--- src/rtl/agc_loop_initiator_pkg.sv ---
// Shared types and constants for the AGC loop Wishbone initiator.
package agc_loop_initiator_pkg;

  localparam int SCALE_W  = 17;
  localparam int WB_ADR_W = 8;
  localparam int WB_DAT_W = 32;

  localparam logic [WB_ADR_W-1:0] DEF_SQ_BASE    = 8'h00;
  localparam logic [WB_ADR_W-1:0] DEF_SCALE_BASE = 8'h20;
  localparam logic [WB_ADR_W-1:0] DEF_APPLY_ADDR = 8'h40;
  localparam logic [SCALE_W-1:0]  DEF_SCALE_INIT = 17'h04000;
  localparam logic [SCALE_W-1:0]  SCALE_MAX      = 17'h1FFFF;

  typedef enum logic [2:0] {
    ST_IDLE  = 3'd0,
    ST_RD    = 3'd1,
    ST_CALC  = 3'd2,
    ST_WR    = 3'd3,
    ST_APPLY = 3'd4,
    ST_DONE  = 3'd5
  } state_e;

  // A scale travels on the bus zero-extended into the low bits of a data word.
  function automatic logic [WB_DAT_W-1:0] scale_word(input logic [SCALE_W-1:0] s);
    return {15'b0, s};
  endfunction

endpackage

--- src/rtl/agc_loop_initiator_if.sv ---
// Classic Wishbone single-cycle bus between the initiator and the AGC target.
interface agc_loop_initiator_if;
  import agc_loop_initiator_pkg::*;

  logic                cyc;
  logic                stb;
  logic                we;
  logic [WB_ADR_W-1:0] adr;
  logic [WB_DAT_W-1:0] dat_w;
  logic [3:0]          sel;
  logic [WB_DAT_W-1:0] dat_r;
  logic                ack;
  logic                err;
  logic                rty;

  modport master (output cyc, stb, we, adr, dat_w, sel,
                  input  dat_r, ack, err, rty);
  modport slave  (input  cyc, stb, we, adr, dat_w, sel,
                  output dat_r, ack, err, rty);
endinterface

--- src/rtl/agc_loop_initiator_scale_step.sv ---
// Saturating one-step scale update: down on a loud channel, up on a quiet one.
module agc_scale_step
  import agc_loop_initiator_pkg::*;
(
  input  logic [SCALE_W-1:0]  scale,
  input  logic [WB_DAT_W-1:0] sq,
  input  logic [WB_DAT_W-1:0] lo,
  input  logic [WB_DAT_W-1:0] hi,
  input  logic [SCALE_W-1:0]  delta,
  output logic [SCALE_W-1:0]  scale_next
);

  logic [SCALE_W:0] sum_s;
  logic [SCALE_W:0] diff_s;

  // One extra bit exposes the carry/borrow used for saturation.
  assign sum_s  = {1'b0, scale} + {1'b0, delta};
  assign diff_s = {1'b0, scale} - {1'b0, delta};

  // Choose direction; the high threshold wins if the thresholds overlap.
  always_comb begin
    scale_next = scale;
    if (sq > hi) begin
      if (diff_s[SCALE_W]) begin
        scale_next = {SCALE_W{1'b0}};
      end else begin
        scale_next = diff_s[SCALE_W-1:0];
      end
    end else if (sq < lo) begin
      if (sum_s[SCALE_W]) begin
        scale_next = SCALE_MAX;
      end else begin
        scale_next = sum_s[SCALE_W-1:0];
      end
    end else begin
      scale_next = scale;
    end
  end

endmodule

--- src/rtl/agc_loop_initiator.sv ---
// Wishbone initiator that sweeps all AGC channels: read square-sum, step the
// scale, write it back, then commit with an APPLY write.
module agc_loop_initiator
  import agc_loop_initiator_pkg::*;
#(
  parameter int                   NCHAN        = 8,
  parameter int                   PERIOD_CLKS  = 100000,
  parameter int                   TIMEOUT_CLKS = 255,
  parameter logic [WB_ADR_W-1:0]  SQ_BASE      = DEF_SQ_BASE,
  parameter logic [WB_ADR_W-1:0]  SCALE_BASE   = DEF_SCALE_BASE,
  parameter logic [WB_ADR_W-1:0]  APPLY_ADDR   = DEF_APPLY_ADDR,
  parameter logic [SCALE_W-1:0]   SCALE_INIT   = DEF_SCALE_INIT
) (
  input  logic                       wb_clk_i,
  input  logic                       wb_rst_i,
  input  logic                       enable_i,
  input  logic                       start_i,
  input  logic [SCALE_W-1:0]         scale_delta_i,
  input  logic [WB_DAT_W-1:0]        target_lo_i,
  input  logic [WB_DAT_W-1:0]        target_hi_i,
  agc_loop_initiator_if.master       wb,
  output logic                       busy_o,
  output logic                       done_o,
  output logic                       fault_o,
  output logic [NCHAN*SCALE_W-1:0]   scale_o
);

  localparam int              CH_W          = (NCHAN > 1) ? $clog2(NCHAN) : 1;
  localparam logic [CH_W-1:0] LAST_CH       = CH_W'(NCHAN - 1);
  localparam logic [31:0]     PERIOD_RELOAD = 32'(PERIOD_CLKS - 1);
  localparam logic [31:0]     TMO_LAST      = 32'(TIMEOUT_CLKS - 1);

  state_e              state_r;
  logic                cyc_r;
  logic                we_r;
  logic [WB_ADR_W-1:0] adr_r;
  logic [WB_DAT_W-1:0] wdat_r;
  logic [WB_DAT_W-1:0] sq_r;
  logic                busy_r;
  logic                done_r;
  logic                fault_r;
  logic [31:0]         timer_r;
  logic [31:0]         tmo_r;
  logic [CH_W-1:0]     ch_r;
  logic [SCALE_W-1:0]  next_r;
  logic [SCALE_W-1:0]  scale_r [NCHAN];
  logic [SCALE_W-1:0]  step_s;
  logic                go_s;
  logic                bus_ok_s;
  logic                bus_abort_s;

  agc_scale_step u_step (
    .scale      (scale_r[ch_r]),
    .sq         (sq_r),
    .lo         (target_lo_i),
    .hi         (target_hi_i),
    .delta      (scale_delta_i),
    .scale_next (step_s)
  );

  // A sweep launches from IDLE on start_i or on timer expiry (one sweep if both).
  always_comb begin
    go_s = 1'b0;
    if (state_r == ST_IDLE) begin
      if (start_i) begin
        go_s = 1'b1;
      end else if (enable_i && (timer_r == 32'd0)) begin
        go_s = 1'b1;
      end else begin
        go_s = 1'b0;
      end
    end else begin
      go_s = 1'b0;
    end
  end

  // Classify the current bus cycle: err/rty beat ack; silence past the limit aborts.
  always_comb begin
    bus_ok_s    = cyc_r && wb.ack && !wb.err && !wb.rty;
    bus_abort_s = cyc_r && (wb.err || wb.rty || (!wb.ack && (tmo_r == TMO_LAST)));
  end

  // Sweep sequencer; each bus state first spends one idle setup cycle, then holds cyc until termination.
  always_ff @(posedge wb_clk_i or posedge wb_rst_i) begin
    if (wb_rst_i) begin
      state_r <= ST_IDLE;
      cyc_r   <= 1'b0;
      we_r    <= 1'b0;
      adr_r   <= {WB_ADR_W{1'b0}};
      wdat_r  <= {WB_DAT_W{1'b0}};
      sq_r    <= {WB_DAT_W{1'b0}};
      busy_r  <= 1'b0;
      done_r  <= 1'b0;
      fault_r <= 1'b0;
      timer_r <= PERIOD_RELOAD;
      tmo_r   <= 32'd0;
      ch_r    <= {CH_W{1'b0}};
      next_r  <= {SCALE_W{1'b0}};
      for (int i = 0; i < NCHAN; i++) begin
        scale_r[i] <= SCALE_INIT;
      end
    end else begin
      done_r <= 1'b0;
      if (bus_abort_s) begin
        cyc_r   <= 1'b0;
        fault_r <= 1'b1;
        busy_r  <= 1'b0;
        state_r <= ST_IDLE;
      end else begin
        if (cyc_r && !bus_ok_s) begin
          tmo_r <= tmo_r + 32'd1;
        end
        case (state_r)
          ST_IDLE: begin
            if (go_s) begin
              timer_r <= PERIOD_RELOAD;
              ch_r    <= {CH_W{1'b0}};
              busy_r  <= 1'b1;
              state_r <= ST_RD;
              if (start_i) begin
                fault_r <= 1'b0;
              end
            end else if (enable_i) begin
              timer_r <= timer_r - 32'd1;
            end
          end
          ST_RD: begin
            if (!cyc_r) begin
              cyc_r  <= 1'b1;
              we_r   <= 1'b0;
              adr_r  <= SQ_BASE + WB_ADR_W'(ch_r);
              wdat_r <= {WB_DAT_W{1'b0}};
              tmo_r  <= 32'd0;
            end else if (bus_ok_s) begin
              cyc_r   <= 1'b0;
              sq_r    <= wb.dat_r;
              state_r <= ST_CALC;
            end
          end
          ST_CALC: begin
            next_r  <= step_s;
            state_r <= ST_WR;
          end
          ST_WR: begin
            if (!cyc_r) begin
              cyc_r  <= 1'b1;
              we_r   <= 1'b1;
              adr_r  <= SCALE_BASE + WB_ADR_W'(ch_r);
              wdat_r <= scale_word(next_r);
              tmo_r  <= 32'd0;
            end else if (bus_ok_s) begin
              cyc_r         <= 1'b0;
              scale_r[ch_r] <= next_r;
              if (ch_r == LAST_CH) begin
                state_r <= ST_APPLY;
              end else begin
                ch_r    <= ch_r + CH_W'(1);
                state_r <= ST_RD;
              end
            end
          end
          ST_APPLY: begin
            if (!cyc_r) begin
              cyc_r  <= 1'b1;
              we_r   <= 1'b1;
              adr_r  <= APPLY_ADDR;
              wdat_r <= 32'h0000_0001;
              tmo_r  <= 32'd0;
            end else if (bus_ok_s) begin
              cyc_r   <= 1'b0;
              busy_r  <= 1'b0;
              done_r  <= 1'b1;
              state_r <= ST_DONE;
            end
          end
          ST_DONE: begin
            state_r <= ST_IDLE;
          end
          default: begin
            cyc_r   <= 1'b0;
            busy_r  <= 1'b0;
            state_r <= ST_IDLE;
          end
        endcase
      end
    end
  end

  assign wb.cyc   = cyc_r;
  assign wb.stb   = cyc_r;
  assign wb.we    = we_r;
  assign wb.adr   = adr_r;
  assign wb.dat_w = wdat_r;
  assign wb.sel   = cyc_r ? 4'hF : 4'h0;
  assign busy_o   = busy_r;
  assign done_o   = done_r;
  assign fault_o  = fault_r;

  for (genvar g = 0; g < NCHAN; g++) begin : g_scale_out
    assign scale_o[g*SCALE_W +: SCALE_W] = scale_r[g];
  end

endmodule
--- src/flat_wrapper.sv ---
// flat-port wrapper written by rule: the top's interface ports become plain ports
module agc_loop_initiator_flat import agc_loop_initiator_pkg::*;
#(
  parameter int                   NCHAN        = 8,
  parameter int                   PERIOD_CLKS  = 100000,
  parameter int                   TIMEOUT_CLKS = 255,
  parameter logic [WB_ADR_W-1:0]  SQ_BASE      = DEF_SQ_BASE,
  parameter logic [WB_ADR_W-1:0]  SCALE_BASE   = DEF_SCALE_BASE,
  parameter logic [WB_ADR_W-1:0]  APPLY_ADDR   = DEF_APPLY_ADDR,
  parameter logic [SCALE_W-1:0]   SCALE_INIT   = DEF_SCALE_INIT
)
  (wb_clk_i, wb_rst_i, enable_i, start_i, scale_delta_i, target_lo_i, target_hi_i, busy_o, done_o, fault_o, scale_o, wb_cyc, wb_stb, wb_we, wb_adr, wb_dat_w, wb_sel, wb_dat_r, wb_ack, wb_err, wb_rty);
  agc_loop_initiator_if wb_i ();
  input  logic wb_clk_i;
  input  logic wb_rst_i;
  input  logic enable_i;
  input  logic start_i;
  input  logic [SCALE_W-1:0] scale_delta_i;
  input  logic [WB_DAT_W-1:0] target_lo_i;
  input  logic [WB_DAT_W-1:0] target_hi_i;
  output logic busy_o;
  output logic done_o;
  output logic fault_o;
  output logic [NCHAN*SCALE_W-1:0] scale_o;
  output wire logic [$bits(wb_i.cyc)-1:0] wb_cyc;
  output wire logic [$bits(wb_i.stb)-1:0] wb_stb;
  output wire logic [$bits(wb_i.we)-1:0] wb_we;
  output wire logic [$bits(wb_i.adr)-1:0] wb_adr;
  output wire logic [$bits(wb_i.dat_w)-1:0] wb_dat_w;
  output wire logic [$bits(wb_i.sel)-1:0] wb_sel;
  input wire logic [$bits(wb_i.dat_r)-1:0] wb_dat_r;
  input wire logic [$bits(wb_i.ack)-1:0] wb_ack;
  input wire logic [$bits(wb_i.err)-1:0] wb_err;
  input wire logic [$bits(wb_i.rty)-1:0] wb_rty;
  assign wb_cyc = wb_i.cyc;
  assign wb_stb = wb_i.stb;
  assign wb_we = wb_i.we;
  assign wb_adr = wb_i.adr;
  assign wb_dat_w = wb_i.dat_w;
  assign wb_sel = wb_i.sel;
  assign wb_i.dat_r = wb_dat_r;
  assign wb_i.ack = wb_ack;
  assign wb_i.err = wb_err;
  assign wb_i.rty = wb_rty;
  agc_loop_initiator #(.NCHAN(NCHAN), .PERIOD_CLKS(PERIOD_CLKS), .TIMEOUT_CLKS(TIMEOUT_CLKS), .SQ_BASE(SQ_BASE), .SCALE_BASE(SCALE_BASE), .APPLY_ADDR(APPLY_ADDR), .SCALE_INIT(SCALE_INIT)) u_core (.wb_clk_i(wb_clk_i), .wb_rst_i(wb_rst_i), .enable_i(enable_i), .start_i(start_i), .scale_delta_i(scale_delta_i), .target_lo_i(target_lo_i), .target_hi_i(target_hi_i), .wb(wb_i), .busy_o(busy_o), .done_o(done_o), .fault_o(fault_o), .scale_o(scale_o));
endmodule
--- config.mk ---
export PLATFORM = sky130hd
export DESIGN_NAME = agc_loop_initiator_flat
export DESIGN_NICKNAME = d
export VERILOG_FILES = /design/src/rtl/agc_loop_initiator_pkg.sv /design/src/rtl/agc_loop_initiator_if.sv /design/src/rtl/agc_loop_initiator_scale_step.sv /design/src/rtl/agc_loop_initiator.sv /design/src/flat_wrapper.sv
export SDC_FILE = /design/constraint.sdc
export NUM_CORES = 1
export LEC_CHECK = 0
export CAP_MARGIN = 20
export CORE_UTILIZATION = 36
export DETAILED_ROUTE_END_ITERATION = 6
export GPL_TIMING_DRIVEN = 1
export HOLD_SLACK_MARGIN = 0.1
export PLACE_DENSITY = 0.68
export SLEW_MARGIN = 10
export SYNTH_ARGS = -nofsm -noshare
export SYNTH_HDL_FRONTEND = slang
export SYNTH_SLANG_ARGS = --single-unit
--- constraint.sdc ---
create_clock -name wb_clk_i -period 14.8 [get_ports wb_clk_i]
set_input_delay 2.96 -clock wb_clk_i [delete_from_list [all_inputs] [get_ports wb_clk_i]]
set_output_delay 2.96 -clock wb_clk_i [all_outputs]
set_load 0.02 [all_outputs]
==> run summary <==
The number of H-tree levels is 2, and the number of violations of the max-capacitance limit is 0. Relative to the synthesized area, the layout overhead comes to 28.9%. The first routing iteration left 756 violations.

The met2 demand-to-capacity share in global routing was 37.6%. Once the clock tree was built, the resizer swapped 0 gates to a different size. The endpoint identified for the worst register-to-register timing path is u_core.next_r[2]. In this run, synthesis inferred 0 flip-flops with an integrated enable.

The number of buffers inserted by port buffering works out to 287. Routability-driven placement finished with a final weighted congestion of 0.918. The flow ran to the end, and the final reports show no timing, DRC or antenna violations. The hold path startpoint is u_core.wb.adr[5]. Nature of the critical path endpoint: a register. The path with the worst hold slack has its endpoint at u_core.wb.adr[5].

The path category of the worst min-delay check was register to register. The logs give 161 MHz for the achievable clock frequency and 0 for the number of warnings reported in the yosys synthesis log. Across all register-to-register paths, the minimum setup slack is 9420 ps. Global routing used 23.1% of the available tracks across all layers. The detail route stage leaves a number of antenna-violating nets equal to 0. The number of antenna diodes in the final layout is 0.

For the quantity of hold-fixing buffers added after cts, the log shows 0. The detailed-route via count is 13,344, and the via count of the first global-routing pass is 13,575. The number of clock buffers added by TritonCTS is 36. The initialized floorplan defines 77 standard-cell rows.

The number of endpoints with negative hold slack in the final report was 0; the fraction of final layout cells with drive strength greater than 1 was 15.7%. The region available for standard cell placement spans 44,100 µm². The tools report the root buffer cell as clkbuf_16.

The tools report the leakage dissipation as 9.44 nW. Clock latency on the worst-skew pair, taken at its later pin, is 560 ps. The dominant delay contributor by cell family on the critical path was compound AO/OA/AOI/OAI gates.

The logs give 174 for the maximum number of pins on one net before global-route repair and 0 for the post-route DRC violation count. The floorplan step defined a die boundary enclosing 45,500 µm². For this design the top-level I/O count stands at 306. The post-synthesis average cell area was 10.2 µm².

The number of detailed-route iterations in the first pass was 6. For the pin with the worst max-slew slack, the measured transition is 1060 ps. The vertical extent of the die is 213 µm, and the data arrival time of the critical path is 6630 ps. After clock tree synthesis, the clock-pin slew on the worst setup and hold paths is 60 ps.

The share of flip-flops with an asynchronous set or reset after synthesis was 100%; the global-route wire length before repair was 79.9 mm. The die span in x was 213 µm. The routed wire length per instance was 21.3 µm. The tools report the initial core utilization as 36.4%. In the post-synthesis netlist, the biggest area contributors are dfrtp_1 (41%), mux2_2 (12%), ha_1 (8.0%).

The startpoint identified for the worst register-to-register timing path is u_core.ch_r[2]. The flip-flop and latch count after synthesis is 282, and the sequential fraction of the synthesis area is 44.1%. Post-CTS repair timing setup buffer count: 0. The largest fanout of any net on the critical path works out to 13. Counting every instance in the synthesized netlist gives 1,573. The critical path data required time came out at 15,230 ps. The synthesized netlist contains 71 unique library cells. met2 is the most crowded layer. After detailed routing, the number of vias per cell comes to 5.44. The critical path is of the input pin to register type. In this run, placement finished with an instance count of 2,387. Setup violations remaining at the end of the flow were counted as 0. For the worst flop-to-flop path, the logic depth is 14. Sorting the synthesized cells by how often they occur yields dfrtp_1 (264), mux2_2 (167), nor2_1 (131). Clock tree synthesis found a total of 282 sinks. The peak supply drop came out at 0.0816 mV. In the global route stage, met1 resource usage came out at 29.3%.

In this run the biggest area consumer among cell types represents 41.1% of the synthesized area. The buffer levels on the longest clock path is 3. The largest single stage delay on the critical path is 840 ps. The cell repeated most along the worst path was inv_1.

The power density normalized to cell area works out to 132 nW/µm². The number of cells traversed by the worst hold path was 1. TritonCTS built the clock tree. For met3 alone, demand over resource in global routing was 6.66%. The run gives 37.4 ps as the final clock skew. The logs give 2,059 for the net total in the final layout and 20,700 µm² for the final design instance area without fill.

Among all cell types in the netlist, the one instantiated most often is dfrtp_1. The logs give 0 ps for the setup TNS and 0 for the sum of overflow across all layers after global routing. Among all flip-flop cells after synthesis, the most frequent one is dfrtp_1.

The tools report the total wirelength of the detailed-routed design as 52.2 mm. Together, buffers and inverters on the worst path number 4. The detailed-placement wirelength estimate was 37.6 mm. After layout, the worst path uses 41.9% of the clock period. The worst setup path is launched from an input pin. The initial antenna violation count is 0, and the count of final max-slew check failures is 0.

The critical path goes through clkdlybuf4s50_1, inv_1, ha_1, inv_1, o21bai_1, nor2_1, a211oi_1, o2111ai_1, a211oi_2, inv_1, o311ai_0. Post-synthesis instance area: 16,100 µm². The largest individual stage delay along the critical path comes from the cell a211oi_2. Setup repair after global routing left no endpoint under its margin. The relative slew slack was 28.8%. The post-detailed-placement cell area was 19,500 µm². The filler-free cell count of the finished design came out at 2,453. The biggest area contributor in the post-synthesis netlist is dfrtp_1.

The routed design could run at a clock period as short as 6200 ps.
where the power goes:
| group | internal, W | total, W | switching, W |
|---|---|---|---|
| logic | 0.000334 | 0.000790 | 0.000456 |
| registers | 0.000869 | 0.00104 | 0.000176 |
| clock network | 0.000548 | 0.000900 | 0.000352 |
| total | 0.00175 | 0.00273 | 0.000984 |
metal layers:
layer / wire length [µm] / part of all wire (%) / vias up
met5: 0 / 0 / -
met3: 4590 / 8.8 / 88
met1: 21800 / 42 / 6647
li1: - / - / 6133
met4: 1520 / 2.9 / 0
met2: 24300 / 47 / 476
worst max path at each step:
| stage | startpoint | to | slack, ps | depth (start not counted) |
|---|---|---|---|---|
| after floorplan | wb_rst_i | u_core.busy_o | 4090 | 1 |
| after global placement | target_lo_i[17] | u_core.next_r[2] | 7840 | 12 |
| after detailed placement | target_lo_i[13] | u_core.next_r[4] | 7640 | 12 |
| after CTS | target_lo_i[13] | u_core.next_r[4] | 8240 | 12 |
| after global routing | scale_delta_i[11] | u_core.next_r[16] | 8340 | 11 |
| final | scale_delta_i[11] | u_core.next_r[2] | 8600 | 11 |
registers in the layout, indices dropped and copies added (netlist names):
signal	count
u_core.wb.cyc	1
u_core.busy_o	1
u_core.wb.we	1
u_core.state_r	3
u_core.sq_r	32
u_core.wb.adr	5
u_core.timer_r	32
u_core.tmo_r	32
u_core.scale_o	136
u_core.next_r	17
u_core.done_o	1
u_core.fault_o	1
u_core.wb.dat_w	17
u_core.ch_r	3
logic make-up after synthesis:
group                    share of synthesized area [%]
AO/OA/AOI/OAI                                     12.7
XOR/XNOR                                          4.14
adder cells (fa/ha/maj)                           8.27
buffers and inverters                             5.68
flip-flops                                        44.1
multiplexers                                      11.9
other                                           0.0233
AND/OR/NAND/NOR                                   13.2
layout by cell type (no fill, tap or decap), types with 40 or more instances in the layout:
master           instances
nand2_1                 88
o21ai_0                 48
a22oi_1                 59
clkdlybuf4s50_1        287
mux2_2                 167
xnor2_1                 40
inv_1                  107
nor2_1                 131
ha_1                   103
dfrtp_1                264
a21oi_1                 73
stage by stage:
stage	setup slack [ps]	total power (W)	hold slack, ps	utilization, %
after detailed placement	7640	0.00184	469	44.2
after global routing	8340	0.00289	502	47.0
after global placement	7840	0.00181	465	44.2
after CTS	8240	0.00275	482	46.9
after floorplan	4090	0.00151	457	-
final	8600	0.00273	479	47.0
final cells by class:
cell class              instances  area [µm²]
fillers                      4105       23400
multi-input cells            1093        8190
flip-flops and latches        282        7080
repair buffers                312        3090
clock buffers                  53        1060
well taps                     592         741
inverters                     109         417
clock inverters                12         149
worst reg2reg max path: stages, from the launching register on:
cell and delay [ps]:
dfrtp_1 640, inv_1 230, and2_1 210, a22o_1 170
a221oi_1 380, nand3_1 370, ha_1 680, inv_1 110
o21bai_1 360, nor2_1 90, a211oi_1 390, o2111ai_1 180
a211oi_2 840, inv_1 230, o311ai_0 380
Power figures use the tool's default switching activity.
